==> config.mk <==
export PLATFORM = sky130hd
export DESIGN_NAME = btn_debounce_multi
export DESIGN_NICKNAME = d
export VERILOG_FILES = /design/src/rtl/btn_pkg.sv /design/src/rtl/btn_debounce_ch.sv /design/src/rtl/btn_debounce_multi.sv
export SDC_FILE = /design/constraint.sdc
export NUM_CORES = 1
export LEC_CHECK = 0
export CAP_MARGIN = 15
export CELL_PAD_IN_SITES_DETAIL_PLACEMENT = 0
export CELL_PAD_IN_SITES_GLOBAL_PLACEMENT = 2
export CORE_ASPECT_RATIO = 0.8
export CORE_UTILIZATION = 40
export DETAILED_ROUTE_END_ITERATION = 8
export PLACE_DENSITY = 0.85
export SLEW_MARGIN = 20
export SYNTH_ARGS = -nofsm -noshare
export SYNTH_HDL_FRONTEND = slang
export SYNTH_SLANG_ARGS = --single-unit
==> constraint.sdc <==
create_clock -name clk -period 3.4 [get_ports clk]
set_clock_uncertainty 0.2 [all_clocks]
set_input_delay 0.68 -clock clk [delete_from_list [all_inputs] [get_ports clk]]
set_output_delay 0.68 -clock clk [all_outputs]
set_load 0.02 [all_outputs]
==> src/rtl/btn_pkg.sv <==
// Shared constants, types and helpers for the button conditioner.
// Optional feature macro: BTN_AUTO_REPEAT_EN (auto-repeat press pulses).
package btn_pkg;

  // Stability window defaults: short for simulation, ~8 ms at 125 MHz.
  localparam int STABLE_SIM = 3;
  localparam int STABLE_HW  = 1_000_000;

  // Per-channel hold state.
  typedef enum logic [1:0] {
    IDLE    = 2'd0,
    PRESSED = 2'd1,
    HELD    = 2'd2
  } btn_state_t;

  // Width of a counter that must reach the largest of the three limits.
  function automatic int cnt_w(
    input int a,
    input int b,
    input int c
  );
    int m;
    int w;
    m = a;
    if (b > m) m = b;
    if (c > m) m = c;
    w = $clog2(m + 1);
    if (w < 1) w = 1;
    return w;
  endfunction

endpackage

==> src/rtl/btn_debounce_ch.sv <==
// One button channel: 2-FF sync, stability debounce, edge and hold pulses.
// Ports:
//   clk, rst_p      clock, synchronous active-high reset
//   btn_raw         raw asynchronous button input (1 = pressed)
//   level           debounced level
//   press_pulse     1-cycle pulse on debounced rise (plus auto-repeat)
//   release_pulse   1-cycle pulse on debounced fall
//   long_pulse      1-cycle pulse once the level has been high LONG_CYCLES
// Macro BTN_AUTO_REPEAT_EN adds a repeat counter that re-fires press_pulse
// every REPEAT_CYCLES while the button stays held after long_pulse.
module btn_debounce_ch
  import btn_pkg::*;
#(
  parameter int STABLE_CYCLES = STABLE_SIM,
  parameter int LONG_CYCLES   = 20,
  parameter int REPEAT_CYCLES = 8
) (
  input  logic clk,
  input  logic rst_p,
  input  logic btn_raw,
  output logic level,
  output logic press_pulse,
  output logic release_pulse,
  output logic long_pulse
);

  localparam int CW =
    cnt_w(STABLE_CYCLES, LONG_CYCLES, REPEAT_CYCLES);

  localparam logic [CW-1:0] STABLE_C = CW'(STABLE_CYCLES);
  localparam logic [CW-1:0] LONG_C   = CW'(LONG_CYCLES);
  localparam logic [CW-1:0] LONG_M1  = CW'(LONG_CYCLES - 1);

  logic          s0;
  logic          s1;
  logic          cand;
  logic [CW-1:0] cnt;
  logic [CW-1:0] hcnt;
  logic          level_prev;
  logic          long_hit;
  logic          rep_hit;
  logic          long_set;
  logic          rep_set;

  btn_state_t state;
  btn_state_t state_nxt;

  // Two-flop synchroniser for the asynchronous pin.
  always_ff @(posedge clk) begin
    if (rst_p) begin
      s0 <= 1'b0;
      s1 <= 1'b0;
    end else begin
      s0 <= btn_raw;
      s1 <= s0;
    end
  end

  // Any change of the synchronised sample restarts the stability window;
  // the level only follows once the window has fully elapsed.
  always_ff @(posedge clk) begin
    if (rst_p) begin
      cand  <= 1'b0;
      cnt   <= '0;
      level <= 1'b0;
    end else if (s1 != cand) begin
      cand <= s1;
      cnt  <= '0;
    end else if (cnt < STABLE_C) begin
      cnt <= cnt + 1'b1;
    end else begin
      level <= cand;
    end
  end

  // Hold counter saturates so the long-press hit is seen only once.
  always_ff @(posedge clk) begin
    if (rst_p) begin
      hcnt <= '0;
    end else if (!level) begin
      hcnt <= '0;
    end else if (hcnt < LONG_C) begin
      hcnt <= hcnt + 1'b1;
    end
  end

  assign long_hit = (hcnt == LONG_M1);

`ifdef BTN_AUTO_REPEAT_EN
  localparam logic [CW-1:0] REP_M1 = CW'(REPEAT_CYCLES - 1);

  logic [CW-1:0] rcnt;

  // Starts from zero on the long-press edge, so the first repeat lands
  // REPEAT_CYCLES after the long_pulse cycle.
  always_ff @(posedge clk) begin
    if (rst_p) begin
      rcnt <= '0;
    end else if (state != HELD || rep_hit) begin
      rcnt <= '0;
    end else begin
      rcnt <= rcnt + 1'b1;
    end
  end

  assign rep_hit = (rcnt == REP_M1);
`else
  assign rep_hit = 1'b0;
`endif

  // Hold FSM: state register.
  always_ff @(posedge clk) begin
    if (rst_p) begin
      state <= IDLE;
    end else begin
      state <= state_nxt;
    end
  end

  // Hold FSM: next state.
  always_comb begin
    state_nxt = state;
    unique case (state)
      IDLE: begin
        if (level) begin
          state_nxt = long_hit ? HELD : PRESSED;
        end
      end
      PRESSED: begin
        if (!level) begin
          state_nxt = IDLE;
        end else if (long_hit) begin
          state_nxt = HELD;
        end
      end
      HELD: begin
        if (!level) begin
          state_nxt = IDLE;
        end
      end
      default: state_nxt = IDLE;
    endcase
  end

  // Hold FSM: pulse requests, registered below with the edge pulses.
  always_comb begin
    long_set = 1'b0;
    rep_set  = 1'b0;
    unique case (state)
      IDLE, PRESSED: long_set = level && long_hit;
      HELD:          rep_set  = level && rep_hit;
      default: begin
        long_set = 1'b0;
        rep_set  = 1'b0;
      end
    endcase
  end

  // Registered edge detect and pulse outputs.
  always_ff @(posedge clk) begin
    if (rst_p) begin
      level_prev    <= 1'b0;
      press_pulse   <= 1'b0;
      release_pulse <= 1'b0;
      long_pulse    <= 1'b0;
    end else begin
      level_prev    <= level;
      press_pulse   <= (level & ~level_prev) | rep_set;
      release_pulse <= ~level & level_prev;
      long_pulse    <= long_set;
    end
  end

endmodule

==> src/rtl/btn_debounce_multi.sv <==
// Multi-channel push-button conditioner built from independent channels.
// Ports:
//   clk, rst_p      clock, synchronous active-high reset
//   btn_in          raw asynchronous button inputs, 1 = pressed
//   btn_level       debounced level per channel
//   press_pulse     1-cycle pulse per debounced press (plus auto-repeat)
//   release_pulse   1-cycle pulse per debounced release
//   long_pulse      1-cycle pulse after LONG_CYCLES of continuous hold
// Macro BTN_AUTO_REPEAT_EN enables auto-repeat press pulses per channel.
module btn_debounce_multi
  import btn_pkg::*;
#(
  parameter int N_BTN         = 4,
  parameter int STABLE_CYCLES = STABLE_SIM,
  parameter int LONG_CYCLES   = 20,
  parameter int REPEAT_CYCLES = 8
) (
  input  logic             clk,
  input  logic             rst_p,
  input  logic [N_BTN-1:0] btn_in,
  output logic [N_BTN-1:0] btn_level,
  output logic [N_BTN-1:0] press_pulse,
  output logic [N_BTN-1:0] release_pulse,
  output logic [N_BTN-1:0] long_pulse
);

  for (genvar i = 0; i < N_BTN; i++) begin : g_ch
    btn_debounce_ch #(
      .STABLE_CYCLES (STABLE_CYCLES),
      .LONG_CYCLES   (LONG_CYCLES),
      .REPEAT_CYCLES (REPEAT_CYCLES)
    ) u_ch (
      .clk           (clk),
      .rst_p         (rst_p),
      .btn_raw       (btn_in[i]),
      .level         (btn_level[i]),
      .press_pulse   (press_pulse[i]),
      .release_pulse (release_pulse[i]),
      .long_pulse    (long_pulse[i])
    );
  end

endmodule

# After elaboration in Yosys (flattened, before gate mapping)
# Index checks and enable logic that the tools add are counted.
op_classes:
  add_sub_neg: 8
  n_lt_le_gt_ge: 8
  n_eq_ne: 28
  n_mux: 24
  bitwise_logic: 28
  n_reduce_logical: 32
ops:
  columns: ["op", "count"]
  rows:
  - ["5-bit by 1-bit adder with 5-bit output (second input constant)", 8]
  - ["2-bit 2-to-1 mux", 20]
  - ["2-bit OR reduction", 16]
  - ["2-bit case mux with 3 select lines", 4]
  - ["5-bit equality test (second input constant)", 4]
  - ["5-bit by 2-bit < comparator with 1-bit output (second input constant)", 4]
  - ["5-bit < comparator (second input constant)", 4]
  - ["1-bit NOT", 20]
  - ["3-bit inequality test (second input constant)", 4]
  - ["3-bit AND reduction", 4]
  - ["1-bit bitwise AND", 8]
  - ["2-bit by 1-bit equality test with 1-bit output (second input constant)", 4]
  - ["2-bit equality test (second input constant)", 4]
  - ["2-bit zero test", 4]
  - ["2-bit by 1-bit inequality test with 1-bit output (second input constant)", 4]
  - ["2-bit inequality test (second input constant)", 4]
  - ["2-bit AND reduction", 4]
  - ["1-bit logical AND", 4]
  - ["1-bit inequality test", 4]
totals:
  register_bits: 80
  output_inout_bits: 16
  wordCells: 172

# Longest topological paths before layout
logic_depth:
  ltp_word: 4
  mapped_depth: 4
  mapped_depth_nobuf: 4

# By module
# A second synthesis with hierarchy kept.
unflattened:
  hier_cells: 284
  area_unflattened_um2: 2867.8
modules_own_cells:
  columns: ["module", "n_inst", "cells_each", "area_per_inst_um2"]
  rows:
  - ["btn_debounce_ch", 4, 71, 716.9]

# Least setup slack after synthesis
# OpenSTA, ideal clock, no wires.
synth_timing:
  path_type: "in2reg"
  start: "in rst_p"
  end: "reg g_ch[0].u_ch.hcnt[2]"
  setup_time_ns: 0.091
  arrival_ns: 1.328
  t_required_ns: 3.109
  slack_ns: 1.781
  stages: 4
  n_path_buf: 2
  path_cell_list: "clkbuf_1 > nand2b_1 > buf_2 > a311oi_1"
synth_between:
  elab_chain_cells: 1
synth_rtl:
  columns: ["element", "line_no", "text"]
  rows:
  - ["from (decl)", "btn_debounce_multi.sv:19", "input logic rst_p,"]
  - ["2-bit OR reduction (no source line)", null, null]
  - ["to (signal assigned)", "btn_debounce_ch.sv:83", "hcnt <= hcnt + 1'b1;"]
  - ["to (decl)", "btn_debounce_ch.sv:38", "logic [CW-1:0] hcnt;"]
# Every way passes these cells.
# A chain may end at the register's enable or synchronous reset.

# Worst setup path after layout
layout_timing:
  start: "reg g_ch[3].u_ch.level"
  end: "out btn_level[3]"
layout_rtl:
  columns: ["element", "line_no", "text"]
  rows:
  - ["from (decl)", "btn_debounce_ch.sv:21", "output logic level,"]
  - ["from (signal assigned)", "btn_debounce_ch.sv:72", "level <= cand;"]
  - ["to (decl)", "btn_debounce_multi.sv:21", "output logic [N_BTN-1:0] btn_level,"]
# No word-level cell between the ends.

==> impl_metrics.ini <==
[status]
status = finished clean

[global_routing]
use_met2_pct = 19.0
top_usage_layer = met2
grt_max_degree = 21
gr-usage-met3_pct = 5.08
grt_usage_pct = 13.0
grt_pass1_vias = 1699
antenna_found_initial = 0
grt_pass1_wl_mm = 7.79
grt_use_met1_pct = 16.5
grt-ovfl-total = 0

[critical_path]
path_class = reg -> out
cp_slowest_stage_delay_ps = 630
end_kind = primary output
required_ps = 2520
cp.arrival_ps = 1390
crit_slowest_cell = clkdlybuf4s50_1
cp_max_fo = 5
cp_cell_sequence = clkdlybuf4s50_1
critical_path.top_delay_family = buffers and inverters
critPathBufInv = 1
startpoint_type = register

[detailed_routing]
drc_errors = 0
vias_per_cell = 4.69
vias = 1891
wirelength_mm = 4.41
drtAntennaViolNets = 0
drtIter0Drc = 59
dr.pass1.iters = 4
wl_per_cell_um = 10.9

[yosys]
synth_common_cells = dfxtp_1, nor2_1, a21oi_1
synth_area_sq_um = 3020
ys_ff_latch = 80
syn_area_per_cell_sq_um = 10.1
ys_top_cells_by_area = dfxtp_1, nor2_1, buf_4
syn-num-nets = 314
synth.top_cell.area_share_pct = 53.1
synth_ff_type = dfxtp_1
synthArstFlopShare_pct = 0
synth-edff-count = 0
synth_area_leader_cell = dfxtp_1
yosysMostFrequentCell = dfxtp_1
yosysSeqAreaShare_pct = 53.1
synth_cell_types = 31
netlist_instances = 300
synth_warnings = 0

[clock_network]
clock-sinks = 80
post_cts_resize_count = 0
cts_buffers = 9
clock_latency_ps = 340
cts_max_level = 3
cts_tree = built
clkTransAtPathRegs_ps = 80
cts_root_buf = clkbuf_8
hold_buffers = 0
cts_setup_buffers = 0
clock_path_buffers = 2

[sta]
max_freq_ghz = 0.441
hold_viol_final = 0
slew-limit-headroom_pct = 56.9
post-route-min-period_ps = 2270
tns_ps = 0
post-route-period-util_pct = 66.7
fin_ws_ps = 1130
slew_viol_final = 0
rsz0062_at_grt = no
finalSetupViolCount = 0
worstMarginPinSlew_ps = 644

[placement]
placed_cell_area_sq_um = 3200
place_congestion = 0.728
dp_slack_ps = 870
dpl.hpwl_mm = 2.98
dp.cells = 387
port-buffer-count = 21

[final_layout]
finalNonFillerCells = 403
finalNetCount = 325
syn_to_final_growth_pct = 13.1
drive_above_1_share_pct = 8.23
n_antenna_cell = 0
final_cell_area_sq_um = 3410

[power_and_ir_drop]
p_int_mw = 1.42
p_sw_share_pct = 21.5
clkPwrFrac_pct = 40.6
p_per_area_nw_per_um2 = 531
combinationalPowerShare_pct = 4.7
peakVddDrop_uv = 256
sequentialPowerShare_pct = 54.7
total_power_mw = 1.81
p_sw_uw = 390
p_leak_nw = 1.31

[floorplan]
die_height_um = 79.7
start_util_pct = 42.5
core.rowCount = 27
ios = 22
die_x_um = 99.1
die_area_sq_um = 7890
core_area_sq_um = 7090

[flow_run]
maxCapViolations = 0

[worst_hold_path]
min_path_type = reg -> reg
-- registers in the layout, indices dropped and copies added (netlist names) --
register,cells
g_ch.u_ch.hcnt,20
g_ch.u_ch.level,4
g_ch.u_ch.press_pulse,4
g_ch.u_ch.state,8
g_ch.u_ch.cnt,20
g_ch.u_ch.level_prev,4
g_ch.u_ch.cand,4
g_ch.u_ch.s0,4
g_ch.u_ch.long_pulse,4
g_ch.u_ch.release_pulse,4
g_ch.u_ch.s1,4
-- layout make-up --
cell class | instances | area (sq um)
tap | 87 | 109
multi-input combinational | 182 | 1210
fill | 662 | 3680
clock inverter | 6 | 83.8
timing repair buffer | 23 | 225
inverter | 15 | 56.3
sequential | 80 | 1600
clock buffer | 10 | 128
-- routing by layer --
metal  part of all wire [%]  up-vias
met3                    4.2        9
li1                       -     1031
met1                     53      827
met2                     41       24
met5                      0        -
met4                    1.7        0
-- power by group through the flow --
stage,clock network (mW),logic (mW),registers [mW]
2_1_floorplan,0,0.0686,1.01
3_3_place_gp,0,0.0847,1.01
3_5_place_dp,0,0.0867,1.01
4_1_cts,0.763,0.0871,0.990
5_1_grt,0.811,0.0977,0.995
6_report,0.735,0.0855,0.990
-- metrics by stage --
stage	hold WS (ps)	utilization [%]
2_1_floorplan	184	-
3_3_place_gp	197	45.1
3_5_place_dp	198	45.1
4_1_cts	210	48.1
5_1_grt	232	48.1
6_report	210	48.1
-- logic make-up (layout without fill, tap and decap cells) --
logic type / count (synthesis) / after routing / share of synthesized area, %
AOI/OAI and AO/OA: 47 / 47 / 11.6
buffers and inverters: 38 / 54 / 6.89
and+or+nand+nor: 107 / 107 / 18.6
xor gates and xnor gates: 8 / 8 / 2.32
adders and majority gates: 8 / 8 / 3.32
muxes: 12 / 12 / 4.15
DFF: 80 / 80 / 53.1
-- path summary, 6_finish.rpt --
| kind | startpoint | to | slack (ps) | cells after the start |
|---|---|---|---|---|
| max reg2reg | g_ch[3].u_ch.cnt[1] | g_ch[3].u_ch.level | 1980 | 3 |
| max | g_ch[3].u_ch.level | btn_level[3] | 1130 | 1 |
| min reg2reg | g_ch[3].u_ch.level_prev | g_ch[3].u_ch.press_pulse | 210 | 1 |
| min | g_ch[3].u_ch.level_prev | g_ch[3].u_ch.press_pulse | 210 | 1 |
-- cell usage in the layout, fill, tap and decap left out, types with 9 or more instances in the layout --
cell	n
o21ai_0	11
clkdlybuf4s50_1	21
nor2b_1	12
clkbuf_8	9
dfxtp_1	80
nand2_1	9
a21oi_1	19
inv_1	15
nor2_1	45
nor3_1	10
Note: power is estimated with default switching activity, not from simulation.
